File: src/rtl/control_fsm_pkg.sv
// Shared encodings for the multicycle RV32I main controller: states, opcodes,
// datapath select codes and the packed Moore control word.
package control_fsm_pkg;

    localparam int unsigned STATE_W  = 4;
    localparam int unsigned OPCODE_W = 7;
    localparam int unsigned SEL_W    = 2;
    localparam int unsigned ALUOP_W  = 3;

    typedef enum logic [STATE_W-1:0] {
        S_FETCH    = 4'd0,
        S_DECODE   = 4'd1,
        S_MEMADR   = 4'd2,
        S_MEMREAD  = 4'd3,
        S_MEMWB    = 4'd4,
        S_MEMWRITE = 4'd5,
        S_EXECUTER = 4'd6,
        S_EXECUTEI = 4'd7,
        S_ALUWB    = 4'd8,
        S_BEQ      = 4'd9,
        S_JAL      = 4'd10
    } state_e;

    localparam logic [OPCODE_W-1:0] OP_LW    = 7'b0000011;
    localparam logic [OPCODE_W-1:0] OP_SW    = 7'b0100011;
    localparam logic [OPCODE_W-1:0] OP_RTYPE = 7'b0110011;
    localparam logic [OPCODE_W-1:0] OP_ITYPE = 7'b0010011;
    localparam logic [OPCODE_W-1:0] OP_BTYPE = 7'b1100011;
    localparam logic [OPCODE_W-1:0] OP_JTYPE = 7'b1101111;

    localparam logic [ALUOP_W-1:0] ALUOP_ADD   = 3'b000;
    localparam logic [ALUOP_W-1:0] ALUOP_SUB   = 3'b001;
    localparam logic [ALUOP_W-1:0] ALUOP_FUNCT = 3'b010;

    localparam logic [SEL_W-1:0] SRCA_PC    = 2'b00;
    localparam logic [SEL_W-1:0] SRCA_OLDPC = 2'b01;
    localparam logic [SEL_W-1:0] SRCA_RS1   = 2'b10;

    localparam logic [SEL_W-1:0] SRCB_RS2  = 2'b00;
    localparam logic [SEL_W-1:0] SRCB_IMM  = 2'b01;
    localparam logic [SEL_W-1:0] SRCB_FOUR = 2'b10;

    localparam logic [SEL_W-1:0] RES_ALUOUT    = 2'b00;
    localparam logic [SEL_W-1:0] RES_DATA      = 2'b01;
    localparam logic [SEL_W-1:0] RES_ALURESULT = 2'b10;

    typedef struct packed {
        logic               adr_src;
        logic               ir_write;
        logic               pc_update;
        logic               mem_write;
        logic               reg_write;
        logic               branch;
        logic [SEL_W-1:0]   alu_src_a;
        logic [SEL_W-1:0]   alu_src_b;
        logic [SEL_W-1:0]   result_src;
        logic [ALUOP_W-1:0] alu_op;
    } ctrl_t;

endpackage

File: src/rtl/control_out_decode.sv
// Moore output table: maps the current controller state to the datapath control word.
module control_out_decode
    import control_fsm_pkg::*;
(
    input  logic [STATE_W-1:0] state_i,
    output ctrl_t              ctrl_o
);

    always_comb begin
        ctrl_o            = '0;
        ctrl_o.alu_src_a  = SRCA_PC;
        ctrl_o.alu_src_b  = SRCB_RS2;
        ctrl_o.result_src = RES_ALUOUT;
        ctrl_o.alu_op     = ALUOP_ADD;
        case (state_i)
            S_FETCH: begin
                ctrl_o.adr_src    = 1'b0;
                ctrl_o.ir_write   = 1'b1;
                ctrl_o.alu_src_a  = SRCA_PC;
                ctrl_o.alu_src_b  = SRCB_FOUR;
                ctrl_o.result_src = RES_ALURESULT;
                ctrl_o.pc_update  = 1'b1;
            end
            S_DECODE: begin
                // Branch target is precomputed here so BEQ only has to compare.
                ctrl_o.alu_src_a = SRCA_OLDPC;
                ctrl_o.alu_src_b = SRCB_IMM;
            end
            S_MEMADR: begin
                ctrl_o.alu_src_a = SRCA_RS1;
                ctrl_o.alu_src_b = SRCB_IMM;
            end
            S_MEMREAD: begin
                ctrl_o.result_src = RES_ALUOUT;
                ctrl_o.adr_src    = 1'b1;
            end
            S_MEMWB: begin
                ctrl_o.result_src = RES_DATA;
                ctrl_o.reg_write  = 1'b1;
            end
            S_MEMWRITE: begin
                ctrl_o.result_src = RES_ALUOUT;
                ctrl_o.adr_src    = 1'b1;
                ctrl_o.mem_write  = 1'b1;
            end
            S_EXECUTER: begin
                ctrl_o.alu_src_a = SRCA_RS1;
                ctrl_o.alu_src_b = SRCB_RS2;
                ctrl_o.alu_op    = ALUOP_FUNCT;
            end
            S_EXECUTEI: begin
                ctrl_o.alu_src_a = SRCA_RS1;
                ctrl_o.alu_src_b = SRCB_IMM;
                ctrl_o.alu_op    = ALUOP_FUNCT;
            end
            S_ALUWB: begin
                ctrl_o.result_src = RES_ALUOUT;
                ctrl_o.reg_write  = 1'b1;
            end
            S_BEQ: begin
                ctrl_o.alu_src_a  = SRCA_RS1;
                ctrl_o.alu_src_b  = SRCB_RS2;
                ctrl_o.alu_op     = ALUOP_SUB;
                ctrl_o.result_src = RES_ALUOUT;
                ctrl_o.branch     = 1'b1;
            end
            S_JAL: begin
                ctrl_o.alu_src_a  = SRCA_OLDPC;
                ctrl_o.alu_src_b  = SRCB_FOUR;
                ctrl_o.result_src = RES_ALUOUT;
                ctrl_o.pc_update  = 1'b1;
            end
            default: ;
        endcase
    end

endmodule

File: src/rtl/control_fsm.sv
// Multicycle RV32I main controller: state register, next-state logic, and
// reset gating of the write enables driven from the Moore output table.
module control_fsm
    import control_fsm_pkg::*;
(
    input  logic                clk,
    input  logic                reset,
    input  logic [OPCODE_W-1:0] opcode,
    input  logic                zero,
    output logic                AdrSrc,
    output logic                IRWrite,
    output logic                PCUpdate,
    output logic                PCWrite,
    output logic                MemWrite,
    output logic                RegWrite,
    output logic                Branch,
    output logic [SEL_W-1:0]    ALUSrcA,
    output logic [SEL_W-1:0]    ALUSrcB,
    output logic [SEL_W-1:0]    ResultSrc,
    output logic [ALUOP_W-1:0]  ALUOp,
    output logic [STATE_W-1:0]  state,
    output logic                illegal
);

    state_e state_q;
    state_e state_d;
    logic   bad_op;
    ctrl_t  ctrl;

    always_ff @(posedge clk or negedge reset) begin
        if (!reset) begin
            state_q <= S_FETCH;
        end else begin
            state_q <= state_d;
        end
    end

    // Opcode only influences the transitions out of DECODE and MEMADR.
    always_comb begin
        state_d = S_FETCH;
        bad_op  = 1'b0;
        case (state_q)
            S_FETCH:  state_d = S_DECODE;
            S_DECODE: begin
                case (opcode)
                    OP_LW, OP_SW: state_d = S_MEMADR;
                    OP_RTYPE:     state_d = S_EXECUTER;
                    OP_ITYPE:     state_d = S_EXECUTEI;
                    OP_BTYPE:     state_d = S_BEQ;
                    OP_JTYPE:     state_d = S_JAL;
                    default: begin
                        state_d = S_FETCH;
                        bad_op  = 1'b1;
                    end
                endcase
            end
            S_MEMADR: begin
                if (opcode == OP_LW) begin
                    state_d = S_MEMREAD;
                end else if (opcode == OP_SW) begin
                    state_d = S_MEMWRITE;
                end else begin
                    state_d = S_FETCH;
                end
            end
            S_MEMREAD:                    state_d = S_MEMWB;
            S_EXECUTER, S_EXECUTEI, S_JAL: state_d = S_ALUWB;
            default:                      state_d = S_FETCH;
        endcase
    end

    control_out_decode u_out_decode (
        .state_i (state_q),
        .ctrl_o  (ctrl)
    );

    // While reset is low the state already reads FETCH; the enables are masked
    // so nothing gets written in the same cycle the reset lands.
    assign AdrSrc    = ctrl.adr_src;
    assign IRWrite   = ctrl.ir_write  & reset;
    assign PCUpdate  = ctrl.pc_update & reset;
    assign PCWrite   = (ctrl.pc_update | (ctrl.branch & zero)) & reset;
    assign MemWrite  = ctrl.mem_write & reset;
    assign RegWrite  = ctrl.reg_write & reset;
    assign Branch    = ctrl.branch;
    assign ALUSrcA   = ctrl.alu_src_a;
    assign ALUSrcB   = ctrl.alu_src_b;
    assign ResultSrc = ctrl.result_src;
    assign ALUOp     = ctrl.alu_op;
    assign state     = state_q;
    assign illegal   = bad_op & reset;

endmodule
File: config.mk
export PLATFORM = sky130hd
export DESIGN_NAME = control_fsm
export DESIGN_NICKNAME = d
export VERILOG_FILES = /design/src/rtl/control_fsm_pkg.sv /design/src/rtl/control_out_decode.sv /design/src/rtl/control_fsm.sv
export SDC_FILE = /design/constraint.sdc
export NUM_CORES = 1
export LEC_CHECK = 0
export CORE_MARGIN = 2
export CORE_UTILIZATION = 38
export DETAILED_ROUTE_END_ITERATION = 16
export GPL_ROUTABILITY_DRIVEN = 0
export HOLD_SLACK_MARGIN = 0.05
export PLACE_DENSITY = 0.94
export SLEW_MARGIN = 20
export SYNTH_ARGS = -nofsm -noshare
export SYNTH_HDL_FRONTEND = slang
export SYNTH_SLANG_ARGS = --single-unit
File: constraint.sdc
create_clock -name clk -period 4.1 [get_ports clk]
set_clock_uncertainty 0.15 [all_clocks]
set_input_delay 1.025 -clock clk [delete_from_list [all_inputs] [get_ports clk]]
set_output_delay 1.025 -clock clk [all_outputs]
set_load 0.005 [all_outputs]
==> impl_results.md <==
* Status: completed
* Max cap viols at 0
* Synthesis-to-layout area growth at 64.9%
* # clock sinks at 4
* Syn nets at 76
* Final Util at between 60% and 70%
* Tot GR Track Use at 26.4%
* Pre-antenna DRT Iters at 4
* H-tree levels at 1
* Crit path top cell by count: clkdlybuf4s50_1
* VDD IR-drop max at 0.232 mV
* Final Hold Fails at 0
* Row cnt at 13
* Crit-path cells: clkdlybuf4s50_1, and4b_1, o211ai_1, and4_1, clkdlybuf4s50_1
* Worst Tran Pin Value at 0.537 ns
* Port bufs at 29
* Root Buffer: clkbuf_4
* Layout cell share with drive strength beyond 1 at 8.42%
* Total gr overflow at 0
* Net count reported at finish at 107
* TritonCTS Buffers at 3
* Synth Area per Inst at roughly 7.5 um2
* Delay-heaviest family, CP: buffers and inverters
* Min cycle time layout at 3.82 ns
* CP endpoint kind: output port
* Rel. slew slack at 64.2%
* Startpoint Class: input port
* Fmax at 262 MHz
* Tcrit/Tclk final at 93.2%
* Crit path kind: input port to output port
* Wire per inst at 14.9 um
* Clock latency at the later pin of the worst-skew pair at 0.24 ns
* Die Height at 40.1 um
* Vias at between 600 and 700
* RSZ-0062 raised after global routing: false
* Vias in the first global route at 607
* Area contributors post-synth: dfrtp_1, and2_1, nor3_1
* CP max stage delay at 0.57 ns
* Top Ports at 31
* DRT antenna net count at 0
* Synth Area in Compound Gates at a little under a fifth
* Distinct cells, synth at 36
* Final setup viols at 0
* Leak at 0.322 nW
* Seq/Total Area, Yosys at between 20% and 30%
* WL final at 1.64 mm
* HPWL Detailed at 1.20 mm
* Mapped Area at 495 um2
* Cell area after layout at 817 um2
* Clk slew on worst S/H paths at 0.04 ns
* Initial core utilization at 39.6%
* Post-synthesis async set-or-reset flop share at 100%
* Slowest cell on crit path: clkdlybuf4s50_1
* Arr. time, crit path at 2.64 ns
* CTS tree: built
* Power Dens Cells at 376 nW/um2
* Post-Synth Simple-Gate Area at 52.3%
* Synth warn at 0
* XOR/XNOR Fraction of Synth Area at under 10%
* Synth Register Bits at 4
* Max FFs per register at 4
* Core area at 1250 um2
* Yosys top cell by area: dfrtp_1
* Max clock buf depth at 2
* Ys flop type: dfrtp_1
* Total power at 307 uW
* Post-synth EDFFs at 0
* Routed vias/inst at 5.78
* Hold Crit Class: flip-flop to flip-flop
* Post-Synth Adder-Cell Area at 0%
* Setup TNS at 0 ns
* Post-synthesis mux area share at 0%
* Initial antenna violation count at 0
* DP Area at 795 um2
* Largest family of logic cells by synthesized area: simple AND/OR/NAND/NOR gates
* Antenna Diode Count at 0
* Slew Limit Fails at 0
* CP required at just under 3 ns
* Gate Count Post-Synth at 66
* Crit Path Max Fanout at 4
* Post-CTS resize count at 0
* DIE AREA at 1610 um2
* Largest net degree at the start of global routing at 19
* WHS at about 0.62 ns
* Die Wd at ~40 um
* DR iter-0 viols at 18
* First-pass GRT wire length at 2.77 mm
* CP bufs+invs at 2
* # Post-CTS Setup Buffers at 0
* DRC at 0
* Synth top area share at 20.2%
* Hold_buf cts at 0
==> stage by stage <==
| step | setup WS, ns | std cells |
|---|---|---|
| after floorplan | 1.23 | 66 |
| final | 0.281 | 110 |
| after global placement | 0.364 | 107 |
| after global routing | 0.209 | 110 |
| after CTS | 0.303 | 110 |
| after detailed placement | 0.305 | 107 |
==> final cells by class <==
type | instances | area, um2
fillers | 104 | 435
inverters | 2 | 7.51
flip-flops and latches | 4 | 100
clock buffers | 3 | 22.5
repair buffers | 31 | 305
well taps | 15 | 18.8
multi-input cells | 55 | 363
==> kinds of logic (layout without fill, tap and decap cells) <==
group | count (synthesis) | in the layout
AO/OA/AOI/OAI | 12 | 12
XOR/XNOR | 1 | 1
buffers and inverters | 7 | 36
flip-flops | 4 | 4
other | 1 | 1
AND/OR/NAND/NOR | 41 | 41
==> worst reg2reg max path: stages, from the launching register on <==
cell	delay (ns)
dfrtp_1	0.67
inv_2	0.12
or4_4	0.57
o221ai_2	0.19
==> report_power, final <==
part / switching, mW / leakage [nW] / total [mW] / internal [mW]
Clock: 0.0177 / 0.0138 / 0.0506 / 0.0329
Combinational: 0.0677 / 0.255 / 0.183 / 0.115
Sequential: 0.0282 / 0.0535 / 0.0733 / 0.0451
==> cells in the final DEF, fill, tap and decap left out, types with 3 or more instances in the layout <==
master / instances
clkbuf_4: 3
nor3_1: 5
nand2b_1: 3
dfrtp_1: 4
nand4_1: 3
clkdlybuf4s50_1: 29
a21oi_1: 3
and2_1: 4
nor2_1: 6
nand2_1: 3
==> routing by layer <==
layer  GRT usage, %  vias up  share of wire (%)
li1               -      308                  -
met1           31.2      286                 42
met2           42.7       33                 48
met3           3.89        9                5.5
met4           19.0        0                3.9
met5              0        -                  0
==> cell usage after synthesis, drive strengths merged (2+ instances only) <==
cell type / n
nand3: 2
nor3: 5
and2: 5
nand2: 3
nand2b: 3
inv: 2
o211ai: 2
nor4b: 2
dfrtp: 4
and4b: 2
a21oi: 3
nand4: 3
clkbuf: 2
nor2: 6
buf: 3
nor2b: 2
==> final timing paths <==
check	slack (ns)	startpoint	cells past startpoint	endpoint
setup / recovery	0.28	opcode[5]	5	illegal
hold / removal	0.62	state[3]	1	state[2]
setup reg to reg	2.29	state[0]	3	state[1]
hold reg to reg	0.62	state[3]	1	state[2]
max in group asynchronous	2.71	reset	2	state[1]
min in group asynchronous	0.97	reset	2	state[0]
Power figures use the tool's default switching activity.
